**config.mk**
```make
export PLATFORM = sky130hd
export DESIGN_NAME = aes_round_sequencer
export DESIGN_NICKNAME = d
export VERILOG_FILES = /design/src/rtl/aes_round_sequencer_pkg.sv /design/src/rtl/aes_round_sequencer_round_counter.sv /design/src/rtl/aes_round_sequencer.sv
export SDC_FILE = /design/constraint.sdc
export NUM_CORES = 1
export LEC_CHECK = 0
export BUFFER_PORTS_ARGS = -buffer_cell sky130_fd_sc_hd__buf_2
export CAP_MARGIN = 10
export CORE_AREA = 10 10 47 49
export DETAILED_ROUTE_END_ITERATION = 10
export DIE_AREA = 0 0 57 59
export SLEW_MARGIN = 20
export SYNTH_ARGS = -nofsm -noshare
export SYNTH_HDL_FRONTEND = slang
export SYNTH_HIERARCHICAL = 1
export SYNTH_SLANG_ARGS = --single-unit
```
**constraint.sdc**
```tcl
create_clock -name clock -period 1.5 [get_ports clock]
set_input_delay 0.225 -clock clock [delete_from_list [all_inputs] [get_ports clock]]
set_output_delay 0.225 -clock clock [all_outputs]
set_load 0.05 [all_outputs]
```
**src/rtl/aes_round_sequencer_pkg.sv**
```systemverilog
// Shared definitions for the AES round sequencer: round count, key-index width
// and the sequencer state type.
package AESDefinitions;

    localparam int NUM_ROUNDS = 10;
    localparam int KEY_IDX_W  = $clog2(NUM_ROUNDS + 1);

    typedef enum logic [2:0] {
        IDLE  = 3'd0,
        LOAD  = 3'd1,
        ROUND = 3'd2,
        FINAL = 3'd3,
        HOLD  = 3'd4
    } seq_state_e;

endpackage

```
**src/rtl/aes_round_sequencer_round_counter.sv**
```systemverilog
// Up counter for the cipher round number with synchronous clear (priority over
// enable) and a flag that is high while the count equals TERM.
module round_counter #(
    parameter int W    = 4,
    parameter int TERM = 9
) (
    input  logic         clock,
    input  logic         reset,
    input  logic         clr_i,
    input  logic         en_i,
    output logic [W-1:0] count_o,
    output logic         at_term_o
);

    logic [W-1:0] count_q;
    logic [W-1:0] count_d;

    always_comb begin
        count_d = count_q;
        if (clr_i) begin
            count_d = '0;
        end else if (en_i) begin
            count_d = count_q + 1'b1;
        end
    end

    always_ff @(posedge clock or negedge reset) begin
        if (!reset) begin
            count_q <= '0;
        end else begin
            count_q <= count_d;
        end
    end

    assign count_o   = count_q;
    assign at_term_o = (count_q == W'(TERM));

endmodule

```
**src/rtl/aes_round_sequencer.sv**
```systemverilog
// AES round sequencer: Moore FSM stepping the datapath through load, rounds and
// result hold. Define AES_DECRYPT_EN to support reverse (decrypt) key order.
//
// state | meaning
// IDLE  | ready for a block, counter cleared
// LOAD  | load block, initial AddRoundKey
// ROUND | full round r = 1 .. NUM_ROUNDS-1
// FINAL | last round (no MixColumns)
// HOLD  | result valid until consumer accepts
module aes_round_sequencer #(
    parameter int NUM_ROUNDS = AESDefinitions::NUM_ROUNDS,
    parameter int IDX_W      = $clog2(NUM_ROUNDS + 1)
) (
    input  logic             clock,
    input  logic             reset,
    input  logic             inValid,
    output logic             inReady,
    input  logic             decrypt,
    output logic             loadState,
    output logic             roundEn,
    output logic             lastRound,
    output logic [IDX_W-1:0] keyIdx,
    output logic             outValid,
    input  logic             outReady,
    output logic             busy
);

    import AESDefinitions::*;

    localparam logic [IDX_W-1:0] LAST_IDX = IDX_W'(NUM_ROUNDS);

    seq_state_e       state_q;
    seq_state_e       state_d;
    logic             cnt_clr;
    logic             cnt_en;
    logic [IDX_W-1:0] round_cnt;
    logic             cnt_at_term;
    logic             dec_mode;

    round_counter #(
        .W    (IDX_W),
        .TERM (NUM_ROUNDS - 1)
    ) u_round_counter (
        .clock     (clock),
        .reset     (reset),
        .clr_i     (cnt_clr),
        .en_i      (cnt_en),
        .count_o   (round_cnt),
        .at_term_o (cnt_at_term)
    );

`ifdef AES_DECRYPT_EN
    logic dec_q;

    always_ff @(posedge clock or negedge reset) begin
        if (!reset) begin
            dec_q <= 1'b0;
        end else if (state_q == IDLE && inValid) begin
            dec_q <= decrypt;
        end
    end

    assign dec_mode = dec_q;
`else
    logic decrypt_unused;

    assign decrypt_unused = decrypt;
    assign dec_mode       = 1'b0;
`endif

    always_comb begin
        state_d = state_q;
        cnt_clr = 1'b0;
        cnt_en  = 1'b0;
        unique case (state_q)
            IDLE: begin
                if (inValid) begin
                    state_d = LOAD;
                end
            end
            LOAD: begin
                cnt_en  = 1'b1;
                state_d = ROUND;
            end
            ROUND: begin
                // Counter reaches NUM_ROUNDS in FINAL and stops there.
                cnt_en = 1'b1;
                if (cnt_at_term) begin
                    state_d = FINAL;
                end
            end
            FINAL: begin
                state_d = HOLD;
            end
            HOLD: begin
                if (outReady) begin
                    state_d = IDLE;
                    cnt_clr = 1'b1;
                end
            end
            default: begin
                state_d = IDLE;
                cnt_clr = 1'b1;
            end
        endcase
    end

    always_ff @(posedge clock or negedge reset) begin
        if (!reset) begin
            state_q <= IDLE;
        end else begin
            state_q <= state_d;
        end
    end

    always_comb begin
        inReady   = 1'b0;
        busy      = 1'b1;
        loadState = 1'b0;
        roundEn   = 1'b0;
        lastRound = 1'b0;
        outValid  = 1'b0;
        keyIdx    = '0;
        unique case (state_q)
            IDLE: begin
                inReady = 1'b1;
                busy    = 1'b0;
            end
            LOAD: begin
                loadState = 1'b1;
                keyIdx    = dec_mode ? LAST_IDX : '0;
            end
            ROUND: begin
                roundEn = 1'b1;
                keyIdx  = dec_mode ? (LAST_IDX - round_cnt) : round_cnt;
            end
            FINAL: begin
                roundEn   = 1'b1;
                lastRound = 1'b1;
                keyIdx    = dec_mode ? '0 : LAST_IDX;
            end
            HOLD: begin
                outValid = 1'b1;
            end
            default: begin
                busy = 1'b1;
            end
        endcase
    end

endmodule

```
# After elaboration in Yosys (flattened, before gate mapping)
# Cells that the tools add are included.
# word_totals
ff_bits,7
out_inout_bits,10
inputBits,5
# classes
add_sub_neg,1
reduce_logical,6
n_mux,16
eq_ne,8
# ops
cell,count
$pmux 3 s5,1
$mux 3,3
$mux 1,8
$mux 4,2
$pmux 4 s2,1
$eq 3x2->1 const B,2
$ne 2x2->1 const B,3
$add 4x1->4 const B,1
$eq 4x4->1 const B,1
$reduce_or 2->1,2
$reduce_or 4->1,1
$eq 3x1->1 const B,1
$eq 3x3->1 const B,1
$logic_not 3->1,1
$reduce_and 3->1,1
$pmux 1 s2,1
$reduce_bool 2->1,1

# Logic depth before layout (Yosys ltp)
# Gate-level depths: netlist of the first run.
# depth
word_depth,5
mapped_depth,6

# Cells and area by module
# Netlist of the first run, hierarchy kept.
# by_module_without_submodules
mod,cells_per_inst,area_per_inst_um2,instances,seq_area_each_um2
aes_round_sequencer,27,239.0,1,75.1
round_counter,21,221.5,1,100.1

# Least setup slack after synthesis of the first run
# Ideal clock, no wire load.
# synth_timing
path_type,register -> output
startpoint,register state_q[2]
endpoint,output port keyIdx[0]
path_slack_ns,-0.538
stages_incl_launch_ff,4
arrival_time_ns,1.813
n_path_buf,1
path_cell_list,dfrtp_1 > clkbuf_2 > nand2b_4 > nor3b_1
# synth_via
elab_chain_len,2
word_cells_on_any_way,3
# synth_lines
item,line,rtl
"start, declared",aes_round_sequencer.sv:32,seq_state_e state_q;
"start signal, assigned",aes_round_sequencer.sv:112,state_q <= state_d;
$eq 3x2->1,aes_round_sequencer.sv:124,unique case (state_q)
$pmux 4 s2 (*),aes_round_sequencer.sv:124,
"end, declared",aes_round_sequencer.sv:22,"output logic [IDX_W-1:0] keyIdx,"
# Mark *: on every way between the ends. The rest lies on a longest branch, timed or not.

# Worst setup path after layout of the first run
# layout_timing
startpoint,register state_q[1]
endpoint,output port inReady
# layout_via
elab_chain_len,2
# layout_lines
item,line,rtl
$logic_not 3->1,aes_round_sequencer.sv:124,
$mux 1,aes_round_sequencer.sv:124,
"end, declared",aes_round_sequencer.sv:17,"output logic inReady,"
# No other way between the ends.

==> results.json, run 1 <==
{
  "synthTopCellsByArea": "dfrtp_1 (38%), nor2_1 (7.3%), ha_1 (5.4%)",
  "synth_flop_cell": "dfrtp_1",
  "grt_pass1_wl_um": 1900,
  "antenna_found_initial": 0,
  "grt_overflow": 0,
  "clock_path_buffers": 2,
  "holdPathStages": 3,
  "rsz0062_at_grt": "yes",
  "numCtsBuffers": 3,
  "clock_latency_ns": 0.25,
  "min-delay-start": "outReady",
  "pin_count": 15,
  "tightest_slew_ns": 0.249,
  "yosys_warnings": 6,
  "arrival_ns": 1.27,
  "track_usage": 0.0733,
  "avgSynthCellArea_um2": 9.59,
  "setup_slack_ns": 0.00297,
  "synth-seq-area-share": 0.380,
  "port_buffers": 13,
  "hold_violations": 0,
  "clkTransAtPathRegs_ns": 0.05,
  "fmaxAchievable_mhz": 668,
  "r2r-start": "state_q[1]",
  "hold_class": "in -> reg",
  "fin_crit_sh": 0.998,
  "drv_slew": 0,
  "n_fill_cell": 130,
  "ys_async_sr_fraction": 1.00,
  "status": "finished clean",
  "die_w_um": 57,
  "hold_end": "state_q[2]",
  "layout-drive-gt1-share": 0.528,
  "critPathRequiredTime_ns": 1.27,
  "post-route-min-period_ns": 1.50,
  "yosysTopAreaCell": "dfrtp_1",
  "cts_tree": "built",
  "maxCapViolCount": 0,
  "synth_top_cell_area_share": 0.380,
  "start_util": 0.329,
  "slew_headroom": 0.835,
  "dr.pass1.iters": 4,
  "crit_path_max_fanout": 4,
  "yosys-top-cells-count": "nor2_1 (9), dfrtp_1 (7), inv_1 (3), nor3b_1 (3)",
  "r2r_end": "u_round_counter/count_o[3]",
  "critPathKind": "reg -> out",
  "clock_sinks": 7,
  "multiInputGateArea_um2": 285,
  "htreeDepth": 1,
  "avgRoutedWirePerCell_um": 13.1,
  "placed_area_um2": 569,
  "synth.distinct_cells": 27,
  "critPathLaunchType": "flip-flop",
  "end_kind": "output port",
  "core_mm2": 0.00140,
  "synth_fp_nets": 55,
  "vias_per_cell": 4.74,
  "fp-row-count": 14,
  "drcViolationCount": 0,
  "ys_ff_latch": 7,
  "final_area_um2": 729,
  "reg2regPathDepth": 5,
  "netlist_area_um2": 460,
  "seq_area_um2": 179,
  "finalSetupViolCount": 0,
  "synth-edff-count": 0,
  "vias": 417,
  "nNetsFinal": 80,
  "wl_um": 1160,
  "ant_nets": 0,
  "diodes": 0,
  "rrSetupSlack_ns": 0.08,
  "dieArea_mm2": 0.00336,
  "post-place-ws_ns": 0.109,
  "fin_worst_skew_ns": 0.00153,
  "grt_pass1_vias": 409,
  "die_y_um": 59,
  "yosysMostFrequentCell": "nor2_1",
  "clock-root-buffer": "clkbuf_4",
  "initialDrtViolationCount": 5,
  "netlist_instances": 48,
  "syn2layout_area_growth_pct": 58.4,
  "holdWs_ns": 0.272,
  "gp_congestion": 0.692,
  "grt_max_degree": 8
}
[final cells by class]
type | count | area share
well taps | 16 | 0.0274
multi-input cells | 34 | 0.391
inverters | 4 | 0.0206
flip-flops and latches | 7 | 0.245
repair buffers | 23 | 0.280
clock buffers | 4 | 0.0360
[worst max path at each step]
stage                           from                          to  slack, ns  cells after the start
after floorplan           state_q[2]                   keyIdx[0]      -0.06                      3
after global placement    state_q[1]  u_round_counter/count_o[3]        0.1                      4
after detailed placement  state_q[1]  u_round_counter/count_o[3]       0.11                      4
after CTS                 state_q[1]                     inReady      0.002                      3
after global routing      state_q[1]                     inReady      -0.04                      3
final                     state_q[1]                     inReady      0.003                      3
[per-stage QoR]
| step | setup TNS, ns | std cells | utilization |
|---|---|---|---|
| 2_1_floorplan | -0.227 | 48 | - |
| 3_3_place_gp | 0 | 78 | 0.406 |
| 3_5_place_dp | 0 | 78 | 0.406 |
| 4_1_cts | 0 | 88 | 0.491 |
| 5_1_grt | -0.105 | 88 | 0.521 |
| 6_report | 0 | 88 | 0.521 |
[kinds of logic after synthesis]
kind of cell | Yosys count | share of synthesized area
buffers and inverters | 7 | 0.0788
XOR/XNOR | 2 | 0.0381
AO/OA/AOI/OAI | 5 | 0.0788
adder cells (fa/ha/maj) | 2 | 0.0543
AND/OR/NAND/NOR | 23 | 0.315
multiplexers | 2 | 0.0543
flip-flops | 7 | 0.380
[cell usage in the layout, fill, tap and decap left out, types with 2 or more instances in the layout]
cell type / n
buf_2: 4
a21oi_1: 2
clkbuf_4: 4
xnor2_1: 2
buf_6: 5
nor2_1: 8
inv_1: 3
nor3b_4: 3
dfrtp_1: 4
dfrtp_2: 3
ha_1: 2
buf_4: 10
[sequential cells by signal, indices dropped and copies added (netlist names)]
signal,count
state_q,3
u_round_counter/count_o,4
[critical path: stages, from the launching register on]
cell and delay, ns:
dfrtp_2 0.44, or3_4 0.38, inv_2 0.07, buf_8 0.14
[layer usage]
layer	track usage	vias up	part of all wire
met5	0	-	0
met4	0.0604	0	0.016
met3	0.0386	2	0.10
met2	0.107	12	0.47
met1	0.0767	195	0.41
li1	-	208	-
[timing repair]
item | 4_1_cts | 5_1_grt
resized for setup | 13 | 11
pin swaps | 2 | 3
buffers inserted | 5 | 0
endpoints found under the setup margin | 9 | 9
hold buffers | 1 | 0
hold endpoints to repair | 7 | 0
Power of run 1 is left out: the tool's default activity adds up to more than one toggle a clock period on the data nets, which glitch-free logic cannot reach.
==> inputs of run 2 (changes only) <==
==> constraint.sdc (replaced) <==
create_clock -name clock -period 1.9 [get_ports clock]
set_input_delay 0.285 -clock clock [delete_from_list [all_inputs] [get_ports clock]]
set_output_delay 0.285 -clock clock [all_outputs]
set_load 0.05 [all_outputs]
==> results.json, run 2 (synthesized netlist as in run 1, its figures left out) <==
{
  "tightest_slew_ns": 0.372,
  "htreeDepth": 1,
  "vias_per_cell": 4.65,
  "drv_slew": 0,
  "status": "finished clean",
  "fin_worst_skew_ns": 0.00132,
  "hold_violations": 0,
  "critPathLaunchType": "flip-flop",
  "wl_um": 1020,
  "initialDrtViolationCount": 4,
  "grt_pass1_wl_um": 1710,
  "drcViolationCount": 0,
  "hold_class": "in -> reg",
  "diodes": 0,
  "clkTransAtPathRegs_ns": 0.05,
  "crit_path_top_delay_cell": "dfrtp_1",
  "rsz0062_at_grt": "no",
  "avgRoutedWirePerCell_um": 12.7,
  "seq_area_um2": 175,
  "numCtsBuffers": 3,
  "critPathKind": "reg -> out",
  "rrSetupSlack_ns": 0.48,
  "clock-root-buffer": "clkbuf_4",
  "fp-row-count": 14,
  "die_w_um": 57,
  "track_usage": 0.0644,
  "core_mm2": 0.00140,
  "most-common-layout-cells": "buf_2 (13), nor2_1 (9), dfrtp_1 (7)",
  "grt_max_degree": 12,
  "syn2layout_area_growth_pct": 23.4,
  "gp_congestion": 0.698,
  "nNetsFinal": 72,
  "critPathRequiredTime_ns": 1.62,
  "die_y_um": 59,
  "clock_path_buffers": 2,
  "multiInputGateArea_um2": 249,
  "clock_sinks": 7,
  "setup_slack_ns": 0.128,
  "largest_reg_flops": 4,
  "antenna_found_initial": 0,
  "post_cts_buffers": 0,
  "grt_overflow": 0,
  "post-route-min-period_ns": 1.77,
  "final_common_cell": "buf_2",
  "n_fill_cell": 150,
  "vias": 372,
  "dp.cells": 75,
  "grt_pass1_vias": 398,
  "fin_crit_sh": 0.933,
  "layout-drive-gt1-share": 0.359,
  "cts_resized": 0,
  "layout.cells.non_filler": 80,
  "dieArea_mm2": 0.00336,
  "slew_headroom": 0.752,
  "post-place-ws_ns": 0.386,
  "maxCapViolCount": 0,
  "hold_buffers": 1,
  "clock_latency_ns": 0.25,
  "cp_cell_sequence": "or3_4 > inv_2 > buf_2",
  "crit_path_max_fanout": 8,
  "port_buffers": 13,
  "dr.pass1.iters": 4,
  "fmaxAchievable_mhz": 564,
  "end_kind": "output port",
  "cts_tree": "built",
  "arrival_ns": 1.49,
  "start_util": 0.329,
  "dp.final_hpwl_um": 789,
  "slowest_delay_ns": 0.50,
  "ant_nets": 0,
  "pin_count": 15,
  "finalSetupViolCount": 0,
  "post-route-util": 0.405
}
[run 2: changes by cell type in the layout (fill, tap and decap cells not counted)]
cell	before	now
buf_2	4	13
nor2_1	8	9
dfrtp_1	4	7
buf_8	1	0
nor3b_1	0	3
clkbuf_4	4	3
nor2_2	1	0
buf_6	5	0
nor3b_4	3	0
buf_12	1	0
dfrtp_2	3	0
buf_4	10	1
[run 2: critical path: cells and delay by family (launching register included)]
kind	cells	cell delay [ns]
buf+inv	2	0.30
flops	1	0.50
simple gates	1	0.44
[run 2: per-stage QoR]
stage / hold WS, ns / setup TNS [ns] / cell area (um2)
floorplan: -0.0106 / -0.467 / 460
global placement: 0.129 / 0 / 532
detailed placement: 0.130 / 0 / 532
CTS: 0.306 / 0 / 568
global route: 0.335 / 0 / 568
finish: 0.312 / 0 / 568
[run 2: area by class of cell]
type	count	area share
flip-flops and latches	7	0.308
multi-input cells	34	0.438
well taps	16	0.0352
clock buffers	4	0.0463
repair buffers	15	0.145
inverters	4	0.0264
[run 2: routing by layer]
metal,up-vias,track usage,share of wire
met2,11,0.0992,0.47
met5,-,0,0
li1,188,-,-
met3,0,0.0343,0.10
met4,0,0.0503,0
met1,173,0.0642,0.43
[run 2: final timing paths]
| check | to | cells after the start | from |
|---|---|---|---|
| max | inReady | 3 | state_q[1] |
| max reg2reg | u_round_counter/count_o[1] | 5 | state_q[1] |
| min | state_q[2] | 3 | outReady |
| min reg2reg | state_q[1] | 1 | state_q[2] |
| max in group asynchronous | u_round_counter/count_o[3] | 2 | reset |
| min in group asynchronous | u_round_counter/count_o[2] | 2 | reset |
Power of run 2 is left out for the same reason.
==> inputs of run 3 (changes only) <==
==> constraint.sdc (replaced) <==
create_clock -name clock -period 1.91 [get_ports clock]
set_input_delay 0.2865 -clock clock [delete_from_list [all_inputs] [get_ports clock]]
set_output_delay 0.2865 -clock clock [all_outputs]
set_load 0.05 [all_outputs]
==> results.json, run 3 (synthesized netlist as in run 1, its figures left out) <==
{
  "reg2regPathDepth": 5,
  "avgRoutedWirePerCell_um": 12.3,
  "layout-drive-gt1-share": 0.359,
  "post-route-min-period_ns": 1.77,
  "gp_congestion": 0.698,
  "hold_end": "state_q[2]",
  "nNetsFinal": 72,
  "arrival_ns": 1.48,
  "fmaxAchievable_mhz": 566,
  "dieArea_mm2": 0.00336,
  "grt_max_degree": 12,
  "post-place-ws_ns": 0.406,
  "critPathLaunchType": "flip-flop",
  "multiInputGateArea_um2": 249,
  "vias": 367,
  "r2r-start": "state_q[0]",
  "grt_pass1_vias": 392,
  "tns_ns": 0,
  "most-common-layout-cells": "buf_2 (13), nor2_1 (9), dfrtp_1 (7)",
  "hold_class": "in -> reg",
  "initialDrtViolationCount": 5,
  "tightest_slew_ns": 0.366,
  "fin_worst_skew_ns": 0.00203,
  "critPathRequiredTime_ns": 1.62,
  "end_kind": "output port",
  "placed_area_um2": 532,
  "cts_tree": "built",
  "pin_count": 15,
  "rsz0062_at_grt": "no",
  "crit_buf_inv": 2,
  "final_area_um2": 568,
  "fin_crit_sh": 0.925,
  "track_usage": 0.0653,
  "drv_slew": 0,
  "clock_path_buffers": 2,
  "fp-row-count": 14,
  "ant_nets": 0,
  "n_fill_cell": 155,
  "post-route-util": 0.405,
  "critPathKind": "reg -> out",
  "vias_per_cell": 4.59,
  "min-delay-start": "outReady",
  "cp_cell_sequence": "or3_4 > inv_2 > buf_2",
  "htreeDepth": 1,
  "crit_path_max_fanout": 8,
  "largest_reg_flops": 4,
  "slowest_delay_ns": 0.50,
  "crit_family": "flip-flops",
  "final_common_cell": "buf_2",
  "grt_pass1_wl_um": 1720,
  "slew_headroom": 0.756,
  "maxCapViolCount": 0,
  "dr.pass1.iters": 4,
  "clock_latency_ns": 0.25,
  "clock-root-buffer": "clkbuf_4",
  "finalSetupViolCount": 0,
  "dp.final_hpwl_um": 760,
  "status": "finished clean",
  "start_util": 0.329,
  "die_w_um": 57,
  "die_y_um": 59,
  "crit_path_top_delay_cell": "dfrtp_1",
  "core_mm2": 0.00140,
  "antenna_found_initial": 0,
  "clock_sinks": 7,
  "diodes": 0,
  "drcViolationCount": 0,
  "rrSetupSlack_ns": 0.49,
  "numCtsBuffers": 3,
  "setup_slack_ns": 0.144,
  "seq_area_um2": 175,
  "wl_um": 984,
  "port_buffers": 13,
  "grt_overflow": 0,
  "hold_violations": 0,
  "r2r_end": "u_round_counter/count_o[1]",
  "holdPathStages": 3,
  "syn2layout_area_growth_pct": 23.4,
  "clkTransAtPathRegs_ns": 0.05
}
[run 3: cell type report]
type / instances / share of cell area
tap: 16 / 0.0352
inverter: 4 / 0.0264
sequential: 7 / 0.308
multi-input combinational: 34 / 0.438
timing repair buffer: 15 / 0.145
clock buffer: 4 / 0.0463
[run 3: how the worst max path moves through the flow]
stage	slack (ns)	cells after the start	startpoint	endpoint
finish	0.14	3	state_q[1]	inReady
global route	0.08	3	state_q[0]	inReady
CTS	0.12	3	state_q[1]	inReady
floorplan	-0.19	3	state_q[2]	keyIdx[0]
global placement	0.42	3	state_q[1]	inReady
detailed placement	0.41	3	state_q[1]	inReady
[run 3: repair_timing]
item,CTS,global route
hold endpoints to repair,7,0
setup buffers,0,0
hold buffers,1,0
resized for setup,0,0
[run 3: routing by layer]
layer / wire length, um / GRT usage / vias up
li1: - / - / 190
met1: 435 / 0.0726 / 166
met2: 446 / 0.0899 / 11
met3: 102 / 0.0365 / 0
met4: 0 / 0.0503 / 0
met5: 0 / 0 / -
[run 3: per-stage QoR]
| step | instances | hold slack, ns |
|---|---|---|
| 3_5_place_dp | 75 | 0.131 |
| 3_3_place_gp | 75 | 0.130 |
| 2_1_floorplan | 48 | -0.00909 |
| 6_report | 80 | 0.310 |
| 4_1_cts | 80 | 0.308 |
| 5_1_grt | 80 | 0.335 |
[run 3: worst min-delay path, cell delays in order]
cell,delay (ns)
buf_2,0.10
inv_1,0.04
a21o_1,0.10
Power of run 3 is left out for the same reason.
